--- src/rtl/pb_eoc_pkg.sv ---
// Shared types and constants for the picobello end-of-computation collector.
package pb_eoc_pkg;

   typedef enum logic [1:0] {
      IDLE   = 2'd0,
      ARMED  = 2'd1,
      REPORT = 2'd2
   } eoc_state_e;

   localparam int          EocDoneBit     = 0;
   localparam logic [31:0] EocTimeoutCode = 32'hFFFF_FFFF;

   typedef struct packed {
      logic [30:0] code;
      logic        done;
   } eoc_word_t;

endpackage

--- src/rtl/pb_eoc_slot.sv ---
// One reporting channel: sticky done flag plus the exit code captured with it.
module pb_eoc_slot
   import pb_eoc_pkg::*;
(
   input  logic        clk_i,
   input  logic        rst_i,
   input  logic        clr_i,
   input  logic        cap_en_i,
   input  logic        wr_i,
   input  eoc_word_t   word_i,
   output logic        done_o,
   output logic        done_nxt_o,
   output logic [30:0] code_nxt_o
);

   logic        done_q;
   logic [30:0] code_q;
   logic        capture;

   // Only the first report with the done bit set is kept; later writes are ignored.
   assign capture = cap_en_i && wr_i && word_i.done && !done_q;

   always_comb begin
      done_nxt_o = done_q;
      code_nxt_o = code_q;
      if (clr_i) begin
         done_nxt_o = 1'b0;
         code_nxt_o = '0;
      end else if (capture) begin
         done_nxt_o = 1'b1;
         code_nxt_o = word_i.code;
      end
   end

   always_ff @(posedge clk_i) begin
      if (rst_i) begin
         done_q <= 1'b0;
         code_q <= '0;
      end else begin
         done_q <= done_nxt_o;
         code_q <= code_nxt_o;
      end
   end

   assign done_o = done_q;

endmodule

--- src/rtl/pb_eoc_collector.sv ---
// Aggregates per-channel end-of-computation reports into one verdict behind a valid/ready handshake.
// state  | meaning
// IDLE   | waiting for start_i
// ARMED  | collecting channel reports, timeout counter running
// REPORT | verdict held on the outputs until eoc_ready_i
module pb_eoc_collector
   import pb_eoc_pkg::*;
#(
   parameter int NumChannels  = 4,
   parameter int TimeoutWidth = 32,
   parameter bit FailFast     = 1'b1,
   parameter int IdxWidth     = (NumChannels > 1) ? $clog2(NumChannels) : 1
) (
   input  logic                      clk_i,
   input  logic                      rst_i,
   input  logic                      start_i,
   input  logic                      abort_i,
   input  logic [NumChannels-1:0]    cfg_mask_i,
   input  logic [TimeoutWidth-1:0]   cfg_timeout_i,
   input  logic [NumChannels-1:0]    ch_valid_i,
   input  logic [NumChannels*32-1:0] ch_data_i,
   output logic [NumChannels-1:0]    ch_done_o,
   output logic                      busy_o,
   output logic                      eoc_valid_o,
   input  logic                      eoc_ready_i,
   output logic [31:0]               exit_code_o,
   output logic [IdxWidth-1:0]       fail_idx_o,
   output logic                      timeout_o
);

   eoc_state_e               state_q, state_d;
   logic [NumChannels-1:0]   mask_q, done_d, cap_en;
   logic [TimeoutWidth-1:0]  timeout_q, cnt_q;
   logic [30:0]              code_d [NumChannels];
   logic                     clr, any_nz, fail, all_done, tmo_hit, finish;
   logic [IdxWidth-1:0]      sel_idx, idx_q;
   logic [30:0]              sel_code;
   logic [31:0]              exit_q;
   logic                     tmo_q;

   assign clr    = (state_q == IDLE) && start_i;
   assign cap_en = (state_q == ARMED && !abort_i) ? mask_q : '0;

   for (genvar g = 0; g < NumChannels; g++) begin : g_slot
      pb_eoc_slot u_slot (
         .clk_i      (clk_i),
         .rst_i      (rst_i),
         .clr_i      (clr),
         .cap_en_i   (cap_en[g]),
         .wr_i       (ch_valid_i[g]),
         .word_i     (eoc_word_t'(ch_data_i[32*g +: 32])),
         .done_o     (ch_done_o[g]),
         .done_nxt_o (done_d[g]),
         .code_nxt_o (code_d[g])
      );
   end

   // Descending scan so the lowest enabled index with a nonzero code wins.
   always_comb begin
      any_nz   = 1'b0;
      sel_idx  = '0;
      sel_code = '0;
      for (int i = NumChannels - 1; i >= 0; i--) begin
         if (mask_q[i] && (code_d[i] != '0)) begin
            any_nz   = 1'b1;
            sel_idx  = IdxWidth'(i);
            sel_code = code_d[i];
         end
      end
   end

   assign fail     = FailFast && any_nz;
   assign all_done = ((done_d & mask_q) == mask_q);
   assign finish   = fail || all_done;
   assign tmo_hit  = (timeout_q != '0) && (cnt_q == timeout_q - TimeoutWidth'(1)) && !finish;

   always_ff @(posedge clk_i) begin
      if (rst_i) state_q <= IDLE;
      else       state_q <= state_d;
   end

   always_comb begin
      state_d = state_q;
      case (state_q)
         IDLE: begin
            if (start_i) state_d = (cfg_mask_i == '0) ? REPORT : ARMED;
         end
         ARMED: begin
            if (abort_i)                 state_d = IDLE;
            else if (finish || tmo_hit)  state_d = REPORT;
         end
         REPORT: begin
            if (eoc_ready_i) state_d = IDLE;
         end
         default: state_d = IDLE;
      endcase
   end

   always_comb begin
      busy_o      = (state_q == ARMED);
      eoc_valid_o = (state_q == REPORT);
      exit_code_o = exit_q;
      fail_idx_o  = idx_q;
      timeout_o   = tmo_q;
   end

   always_ff @(posedge clk_i) begin
      if (rst_i) begin
         mask_q    <= '0;
         timeout_q <= '0;
         cnt_q     <= '0;
         exit_q    <= '0;
         idx_q     <= '0;
         tmo_q     <= 1'b0;
      end else begin
         case (state_q)
            IDLE: begin
               if (start_i) begin
                  mask_q    <= cfg_mask_i;
                  timeout_q <= cfg_timeout_i;
                  cnt_q     <= '0;
                  exit_q    <= '0;
                  idx_q     <= '0;
                  tmo_q     <= 1'b0;
               end
            end
            ARMED: begin
               cnt_q <= cnt_q + TimeoutWidth'(1);
               if (!abort_i) begin
                  if (finish) begin
                     exit_q <= {1'b0, sel_code};
                     idx_q  <= sel_idx;
                     tmo_q  <= 1'b0;
                  end else if (tmo_hit) begin
                     exit_q <= EocTimeoutCode;
                     idx_q  <= '0;
                     tmo_q  <= 1'b1;
                  end
               end
            end
            default: ;
         endcase
      end
   end

endmodule

--- config.mk ---
export PLATFORM = sky130hd
export DESIGN_NAME = pb_eoc_collector
export DESIGN_NICKNAME = d
export VERILOG_FILES = /design/src/rtl/pb_eoc_pkg.sv /design/src/rtl/pb_eoc_slot.sv /design/src/rtl/pb_eoc_collector.sv
export SDC_FILE = /design/constraint.sdc
export NUM_CORES = 1
export LEC_CHECK = 0
export ABC_AREA = 1
export CAP_MARGIN = 20
export CORE_UTILIZATION = 39
export CTS_BUF_LIST = sky130_fd_sc_hd__clkbuf_8
export DETAILED_ROUTE_END_ITERATION = 12
export PLACE_DENSITY = 0.59
export SLEW_MARGIN = 40
export SYNTH_ARGS = -nofsm -noshare
export SYNTH_HDL_FRONTEND = slang
export SYNTH_HIERARCHICAL = 1
export SYNTH_SLANG_ARGS = --single-unit
--- constraint.sdc ---
create_clock -name clk_i -period 4.2 [get_ports clk_i]
set_input_delay 0.63 -clock clk_i [delete_from_list [all_inputs] [get_ports clk_i]]
set_output_delay 0.63 -clock clk_i [all_outputs]
set_load 0.05 [all_outputs]
# Yosys cells after proc, flatten, opt, wreduce, memory -nomap -nowiden
# Cells that the tools add are included.
[word_totals]
register_bits = 233
out_inout_bits = 41
word_cells = 118
[op_classes]
add_sub_neg = 2
reduce_logical = 40
muxes = 51
eq_ne = 9
n_bitwise = 1
[ops]
columns = ["operator", "n"]
rows = [
  ["31-bit 2-to-1 mux", 12],
  ["32-bit 2-to-1 mux", 4],
  ["32-bit one-hot mux with 2 select lines", 2],
  ["31-bit nonzero test", 4],
  ["32-bit by 1-bit adder with 32-bit output, second input constant", 1],
  ["32-bit == test", 1],
  ["32-bit nonzero test", 1],
  ["32-bit by 1-bit subtractor with 32-bit output, second input constant", 1],
  ["2-bit 2-to-1 mux", 13],
  ["1-bit logical AND", 20],
  ["1-bit 2-to-1 mux", 16],
  ["1-bit zero test", 6],
  ["2-bit one-hot mux with 3 select lines", 1],
  ["4-bit AND", 1],
  ["4-bit == test", 1],
  ["4-bit zero test", 1],
  ["4-bit 2-to-1 mux", 1],
  ["2-bit inequality test, second input constant", 2],
  ["2-bit one-hot mux with 2 select lines", 1],
  ["2-bit AND reduction", 2],
  ["4-bit AND reduction", 1],
  ["3-bit by 1-bit inequality test with 1-bit output, second input constant", 1],
  ["3-bit by 2-bit inequality test with 1-bit output, second input constant", 1],
  ["3-bit AND reduction", 1],
  ["other kinds (7)", 8],
]

# Longest topological paths before layout
[depth]
word_depth = 21
ltp_mapped = 24
mapped_depth_nobuf = 22

# By module
# Netlist, hierarchy kept.
[by_module_without_submodules]
columns = ["mod", "cells_each", "area_each_um2", "instances", "seq_area_each_um2"]
rows = [
  ["pb_eoc_collector", 1313, 8212.9, 1, 2082.0],
  ["pb_eoc_slot", 273, 1656.6, 4, 640.6],
]

# Worst setup path after synthesis
# No wires, ideal clock.
[synth_path]
kind = "input-to-reg"
startpoint = "input port abort_i"
endpoint = "register exit_q[31] (netlist: exit_code_o[31])"
cell_stages = 20
t_arrival_ns = 3.456
setup_slack_ns = 0.673
setup_time_ns = 0.071
required_time_ns = 4.129
path_buffers = 2
cell_sequence = "nor2_2 inv_1 nor2_1 nand2_1 nor2_4 buf_4 nand3_1 nand3_1 inv_1 or2_0 nor4_1 nand4_1 nand2_1 nand3b_1 nor2_4 nand2_8 nand2_8 buf_6 nand3_2 a21oi_2"
[synth_lines]
columns = ["element", "line_no", "source"]
rows = [
  ["from (decl)", "pb_eoc_collector.sv:17", "input logic abort_i,"],
  ["to (signal assigned)", "pb_eoc_collector.sv:131", "exit_q <= {1'b0, sel_code};"],
  ["to (signal assigned)", "pb_eoc_collector.sv:135", "exit_q <= EocTimeoutCode;"],
  ["to (decl)", "pb_eoc_collector.sv:38", "logic [31:0] exit_q;"],
]

==> PnR_summary.wiki <==
{| class="wikitable"
! Metric !! Value
|-
| Register-to-Register Setup Slack || 0.31 ns
|-
| Diodes inserted || 0
|-
| Clock root cell || sky130_fd_sc_hd__clkbuf_8
|-
| Height of the die || 197 um
|-
| Async SR Flop Fraction || 0%
|-
| Number of sinks on the clock net || 232
|-
| Total routing usage reported by global routing || 24.9%
|-
| Category of the critical setup timing path || register to register
|-
| Data arrival time of the critical path || 4.40 ns
|-
| Period utilisation layout || 92.7%
|-
| Worst slew pin tran || 0.807 ns
|-
| Starting utilization of the core area || 39.5%
|-
| Unrepaired setup endpoints after global routing || true
|-
| Commonest cells in the netlist || sky130_fd_sc_hd__inv_1, sky130_fd_sc_hd__nand2_1, sky130_fd_sc_hd__nand3_1, sky130_fd_sc_hd__nor2_1, sky130_fd_sc_hd__dfxtp_1
|-
| Relative slew margins || 46.2%
|-
| Maximum number of pins on one net before global-route repair || 135
|-
| Placer's final routability congestion estimate || 0.914
|-
| DRT Wirelength || 48.1 mm
|-
| Area Growth Syn to Fin || 28.7%
|-
| Number of max-slew violations in the final report || 0
|-
| Synthesized cell area || 14800 um^2
|-
| # H-tree levels || 2
|-
| Global-route wire length before repair || 76.6 mm
|-
| Crit path required time || 4.71 ns
|-
| Residual antenna-violating net count after detailed routing || 0
|-
| Detailed-router iteration count before antenna repair || 5
|-
| Detailed placer's ending HPWL || 36.6 mm
|-
| Post-synth EDFFs || 0
|-
| Most common cell in the netlist || sky130_fd_sc_hd__inv_1
|-
| Worst VDD drop || 0.161 mV
|-
| Maximum frequency from static timing analysis || 0.257 GHz
|-
| Post-DR wirelength/cell || 15.0 um
|-
| Storage element area || 4640 um^2
|-
| Vias in the first global route || 14600
|-
| Die X-Extent || 197 um
|-
| Startpoint of the most critical register-to-register path || state_q[0]$_SDFFE_PP0P_
|-
| Instance count of the mapped netlist || 2405
|-
| Clock buffers created by TritonCTS || 45
|-
| Area leader, netlist || sky130_fd_sc_hd__dfxtp_1
|-
| Share of final-layout standard cells stronger than drive strength 1 || 13.4%
|-
| Leakage || 9.59 nW
|-
| Via count normalized by instance count || 4.79
|-
| Clk slew on worst S/H paths || 0.06 ns
|-
| Die Area || 38800 um^2
|-
| End point of the critical path || exit_code_o[14]$_SDFFE_PP0P_
|-
| HP Class || primary input to register
|-
| Layout filler cell count || 3914
|-
| Category of the worst setup path launch point || register
|-
| Io pins || 214
|-
| Post-Route Skew || 0.0267 ns
|-
| Synthesized net count || 2580
|-
| Utilization after layout || 50.8%
|-
| Number of flip-flops and latches in the synthesized netlist || 232
|-
| Initial detailed-routing violation count || 1053
|-
| Total number of yosys warnings || 6
|-
| Endpoint of the worst register-to-register path || exit_code_o[14]$_SDFFE_PP0P_
|-
| Worst Hold Slack || 0.421 ns
|-
| Largest cells by area after synthesis || sky130_fd_sc_hd__dfxtp_1, sky130_fd_sc_hd__inv_1, sky130_fd_sc_hd__nand3_1
|-
| # port buffers || 213
|-
| Number of buffers on the longest clock path || 3
|-
| Power per cell area || 303 nW/um^2
|-
| Total overflow reported by the global router || 0
|-
| Proportion of netlist area held by the largest area contributor || 31.3%
|-
| Area taken by multi-input logic gates || 7540 um^2
|-
| Final period demand of the worst path || 3.89 ns
|-
| Status || complete, no violations
|-
| Via count || 15400
|-
| Most common flop cell mapped by yosys || sky130_fd_sc_hd__dfxtp_1
|-
| Critical-path maximum fanout || 33
|-
| Post-Syn Area per Cell || 6.17 um^2
|-
| Core region area || 37600 um^2
|-
| Final layout net count || 2847
|-
| Endpoint class of the critical path || register
|-
| R2R depth || 21
|-
| Number of antenna violations at the first check in global routing || 0
|-
| Number of rows in the core area || 71
|-
| Total of endpoints with negative setup slack in the final report || 0
|-
| Fin. Hold Viols || 0
|-
| TritonCTS clock tree || done
|-
| # DRC || 0
|-
| Maximum capacitance violations || 0
|-
| Sequential cell area fraction in the yosys report || 31.3%
|-
| Clk Latency, worst-skew pair || 0.60 ns
|-
| Critical path startpoint || state_q[0]$_SDFFE_PP0P_
|-
| Unique cell type count in the Yosys netlist || 45
|}
## sequential cells by signal, summed over array words and instances, names as in the netlist
register / count
g_slot.u_slot/code_q: 124
mask_q: 4
cnt_q: 32
timeout_q: 32
state_q: 2
fail_idx_o: 2
g_slot.u_slot/done_o: 4
exit_code_o: 32
## metal layers
layer  track usage, %  wire, um
met5                0         0
met4             6.66      1060
met3             3.84      2600
met2             39.1     21100
met1             35.1     23400
## cells by family (layout without fill, tap and decap cells)
kind of cell / Yosys count / after routing / share of synthesized area [%]
AOI/OAI and AO/OA: 206 / 206 / 8.09
xor gates and xnor gates: 25 / 25 / 1.48
adders and majority gates: 2 / 2 / 0.169
buffers and inverters: 670 / 965 / 18.0
DFF: 232 / 232 / 31.3
and+or+nand+nor: 1270 / 1270 / 41.0
## worst min path at each step
stage | from | endpoint | slack, ns | cells past startpoint
final | rst_i | g_slot[3].u_slot/code_q[0]$_SDFF_PP0_ | 0.42 | 2
after global routing | rst_i | exit_code_o[12]$_SDFFE_PP0P_ | 0.41 | 2
after CTS | rst_i | exit_code_o[12]$_SDFFE_PP0P_ | 0.39 | 2
after detailed placement | cnt_q[8]$_SDFFE_PP0P_ | cnt_q[8]$_SDFFE_PP0P_ | 0.47 | 1
after global placement | cnt_q[8]$_SDFFE_PP0P_ | cnt_q[8]$_SDFFE_PP0P_ | 0.47 | 1
after floorplan | cnt_q[8]$_SDFFE_PP0P_ | cnt_q[8]$_SDFFE_PP0P_ | 0.45 | 1
## placed cells by master, fill, tap and decap left out, types with 2 or more instances in the layout
cell type	n
sky130_fd_sc_hd__a211oi_1	6
sky130_fd_sc_hd__a21oi_1	57
sky130_fd_sc_hd__a21oi_2	30
sky130_fd_sc_hd__a22oi_1	2
sky130_fd_sc_hd__buf_12	20
sky130_fd_sc_hd__buf_4	107
sky130_fd_sc_hd__buf_6	2
sky130_fd_sc_hd__clkbuf_8	56
sky130_fd_sc_hd__clkdlybuf4s50_1	212
sky130_fd_sc_hd__clkinv_1	2
sky130_fd_sc_hd__clkinv_2	10
sky130_fd_sc_hd__dfxtp_1	232
sky130_fd_sc_hd__ha_1	2
sky130_fd_sc_hd__inv_1	539
sky130_fd_sc_hd__inv_2	14
sky130_fd_sc_hd__inv_6	2
sky130_fd_sc_hd__nand2_1	412
sky130_fd_sc_hd__nand2_2	6
sky130_fd_sc_hd__nand2_4	5
sky130_fd_sc_hd__nand2_8	2
sky130_fd_sc_hd__nand3_1	352
sky130_fd_sc_hd__nand3_2	62
sky130_fd_sc_hd__nand3b_1	8
sky130_fd_sc_hd__nand4_1	20
sky130_fd_sc_hd__nand4_2	4
sky130_fd_sc_hd__nor2_1	325
sky130_fd_sc_hd__nor2_2	15
sky130_fd_sc_hd__nor2_4	14
sky130_fd_sc_hd__nor2_8	2
sky130_fd_sc_hd__nor3_1	9
sky130_fd_sc_hd__nor3_2	2
sky130_fd_sc_hd__nor4_1	26
sky130_fd_sc_hd__o21ai_0	92
sky130_fd_sc_hd__o21ai_1	6
sky130_fd_sc_hd__o21ai_2	5
sky130_fd_sc_hd__o22ai_1	4
sky130_fd_sc_hd__or2_2	2
sky130_fd_sc_hd__xnor2_1	12
sky130_fd_sc_hd__xor2_1	13
## critical path, stage by stage (launching register included)
cell,delay [ns]
sky130_fd_sc_hd__dfxtp_1,0.38
sky130_fd_sc_hd__nand2_1,0.19
sky130_fd_sc_hd__nor2_4,0.14
sky130_fd_sc_hd__inv_1,0.07
sky130_fd_sc_hd__buf_4,0.17
sky130_fd_sc_hd__nor2_1,0.24
sky130_fd_sc_hd__nand2_1,0.15
sky130_fd_sc_hd__nor2_4,0.13
sky130_fd_sc_hd__buf_12,0.17
sky130_fd_sc_hd__nand3_1,0.08
sky130_fd_sc_hd__nand3_1,0.13
sky130_fd_sc_hd__inv_1,0.06
sky130_fd_sc_hd__nor4_1,0.44
sky130_fd_sc_hd__nand4_1,0.22
sky130_fd_sc_hd__nor2_1,0.21
sky130_fd_sc_hd__o21ai_1,0.16
sky130_fd_sc_hd__nor2_4,0.24
sky130_fd_sc_hd__buf_12,0.23
sky130_fd_sc_hd__nor2_1,0.07
sky130_fd_sc_hd__nand2_1,0.07
sky130_fd_sc_hd__nand3_2,0.07
sky130_fd_sc_hd__a21oi_2,0.16
## report_power, final
part | total [mW] | internal, mW | switching [mW]
Clock | 2.22 | 1.20 | 1.03
Combinational | 1.24 | 0.474 | 0.769
Sequential | 2.32 | 2.25 | 0.0653
## final cells by class
cell class	count	share of cell area (%)
Clock buffer	56	4.04
Clock inverter	19	0.485
Inverter	549	10.8
Multi-Input combinational cell	1503	39.5
Sequential cell	232	24.3
Tap cell	511	3.35
Timing Repair Buffer	341	17.5
## what timing repair did
action	CTS	global route
gates resized for setup	0	3
endpoints found under the hold margin	0	0
buffers inserted	0	3
hold buffers	0	0
setup endpoints to repair	0	35
## through the flow
stage	worst slack [ns]	setup TNS [ns]	instances	instance area [um^2]	power, mW
floorplan	0.673	0	2405	14800	3.14
global placement	-0.167	-4.99	3133	18200	3.59
detailed placement	-0.232	-7.19	3133	18200	3.60
CTS	0.216	0	3208	19100	5.86
global route	-0.0213	-0.130	3211	19100	6.10
finish	0.306	0	3211	19100	5.79
No activity file was read; power rests on OpenSTA's default activity.
==> RTL edit (config.mk and constraints unchanged) <==
The 3 states of `eoc_state_e` get a one-hot encoding in 3 bits.
--- a/src/rtl/pb_eoc_pkg.sv
+++ b/src/rtl/pb_eoc_pkg.sv
@@ -3,6 +3,6 @@
 
-   typedef enum logic [1:0] {
-      IDLE   = 2'd0,
-      ARMED  = 2'd1,
-      REPORT = 2'd2
+   typedef enum logic [2:0] {
+      IDLE   = 3'b001,
+      ARMED  = 3'b010,
+      REPORT = 3'b100
    } eoc_state_e;
Check against the original RTL: same outputs for any inputs over 4 cycles, from zero or initial values and one cycle with rst_i high; so few cycles prove little.
==> RTL edit against the original RTL <==
Worst setup slack gained 0.043 ns; sequential cell count up 1; via count up 5.5%; synthesized area fell by 1.4%; clock skew decreased by 0.0042 ns; design area grew 1.2%; final cell count up 2.4%; routed wire length up 8.9%; critical endpoint is now exit_code_o[9]$_SDFFE_PP0P_.
Power is not compared: it rests on default switching activity, and its combinational part moved more than twofold at a synthesized area within 25%.
==> RTL edit: results (changes against the original RTL) <==
metric,value,unit,change
outcome,"finished, final reports clean",,
hold_path.class,register to register,,
hold_viol,0,,unchanged
dp_hpwl,39500,µm,+8.1%
cts_setup_buffers,0,,unchanged
grt_pass1_vias,15500,,+6.1%
wl,52400,µm,+8.9%
clock_cell_area_share,0.0460,,+0.000812
nonClkBufAreaFrac,0.194,,+0.0188
synth_fa_ha_area_frac,0.00171,,+0.0000244
inverters,509,,-7.3%
max_flop_register,g_slot.u_slot/code_q,,
num-fill-cells,3863,,-1.3%
synth.area.mux_share,0,,unchanged
synth_area_leaders,"dfxtp_1, nand3_1, nand2_1",,
total_power,8.42,mW,
n_antenna_cell,1,,+1
peakVddDrop,234,µV,
reg2reg_slack,0.35,ns,+0.04 ns
seq_area_frac,0.241,,-0.00191
cpMaxStageDelayCell,dfxtp_1,,
non_clock_buffer_count,401,,+18%
avgViaCountPerCell,4.93,,+3.0%
p_leak,10.0,nW,
cts_resized,0,,unchanged
cp-startpoint,state_q[2]$_SDFFE_PP0P_,,
drt_iter0_drc,1312,,+25%
max_stage_delay,0.33,ns,-0.11 ns
endpoint,exit_code_o[9]$_SDFFE_PP0P_,,
clkLatencyLatePin,0.64,ns,+0.04 ns
min_delay_worst_endpoint,exit_code_o[6]$_SDFFE_PP0P_,,
clkTransAtPathRegs,0.06,ns,about the same
fin_worst_skew,0.0225,ns,-0.00416 ns
globalplace.congestion,0.930,,+1.7%
drive_gt1_frac,0.116,,-0.0181
tightest_slew,0.787,ns,-0.0194 ns
syn-num-nets,2634,,+2.1%
antenna_found_initial,1,,+1
synth_xor_area_frac,0.0190,,+0.00423
htreeDepth,2,,unchanged
whs,0.465,ns,+0.0443 ns
path_max_fanout,28,,-15%
grtUsageTotal,0.274,,+0.0251
synth_compound_area_frac,0.0662,,-0.0147
n_clock_buffer,57,,+1.8%
clock-root-buffer,clkbuf_8,,
finalNetCount,2963,,+4.1%
combinationalPowerShare,0.418,,
hold_start,exit_code_o[6]$_SDFFE_PP0P_,,
critical_path.top_delay_family,simple AND/OR/NAND/NOR gates,,
yosysSeqAreaShare,0.319,,+0.00589
multi_input_comb_cells,1597,,+6.3%
synth_commonest_cells,"nand2_1, inv_1, nand3_1, nor2_1, dfxtp_1",,
cts_inserted_buffers,46,,+2.2%
multi_input_area,7520,µm²,-0.15%
seq_cells,233,,+0.43%
grt_pass1_wl,82400,µm,+7.5%
grt_max_degree,79,,-41%
RTL edit: changes by cell type in the layout (fill, tap and decap cells not counted), sizes merged, moves of 5 or more:
cell / change
nand2: +97
buf: +60
nand3: +52
o21ai: -32
nor2: -30
inv: -28
clkinv: -8
xor2: +7
nor3: +5
RTL edit: routing by layer:
metal	global-route usage	share of wire	vias up
met3	0.0483	0.061	96
met4	0.115	0.035	0
met1	0.372	0.47	7385
met2	0.427	0.44	469
met5	0	0	-
li1	-	-	8274
RTL edit: per-stage QoR:
step / instances / TNS (ns) / area, µm² / worst slack [ns]
4_1_cts: 3286 / 0 / 19300 / 0.254
5_1_grt: 3288 / 0 / 19300 / 0.0804
3_5_place_dp: 3207 / -9.15 / 18400 / -0.327
3_3_place_gp: 3207 / -9.26 / 18400 / -0.315
6_report: 3288 / 0 / 19300 / 0.349
2_1_floorplan: 2459 / 0 / 14600 / 0.480
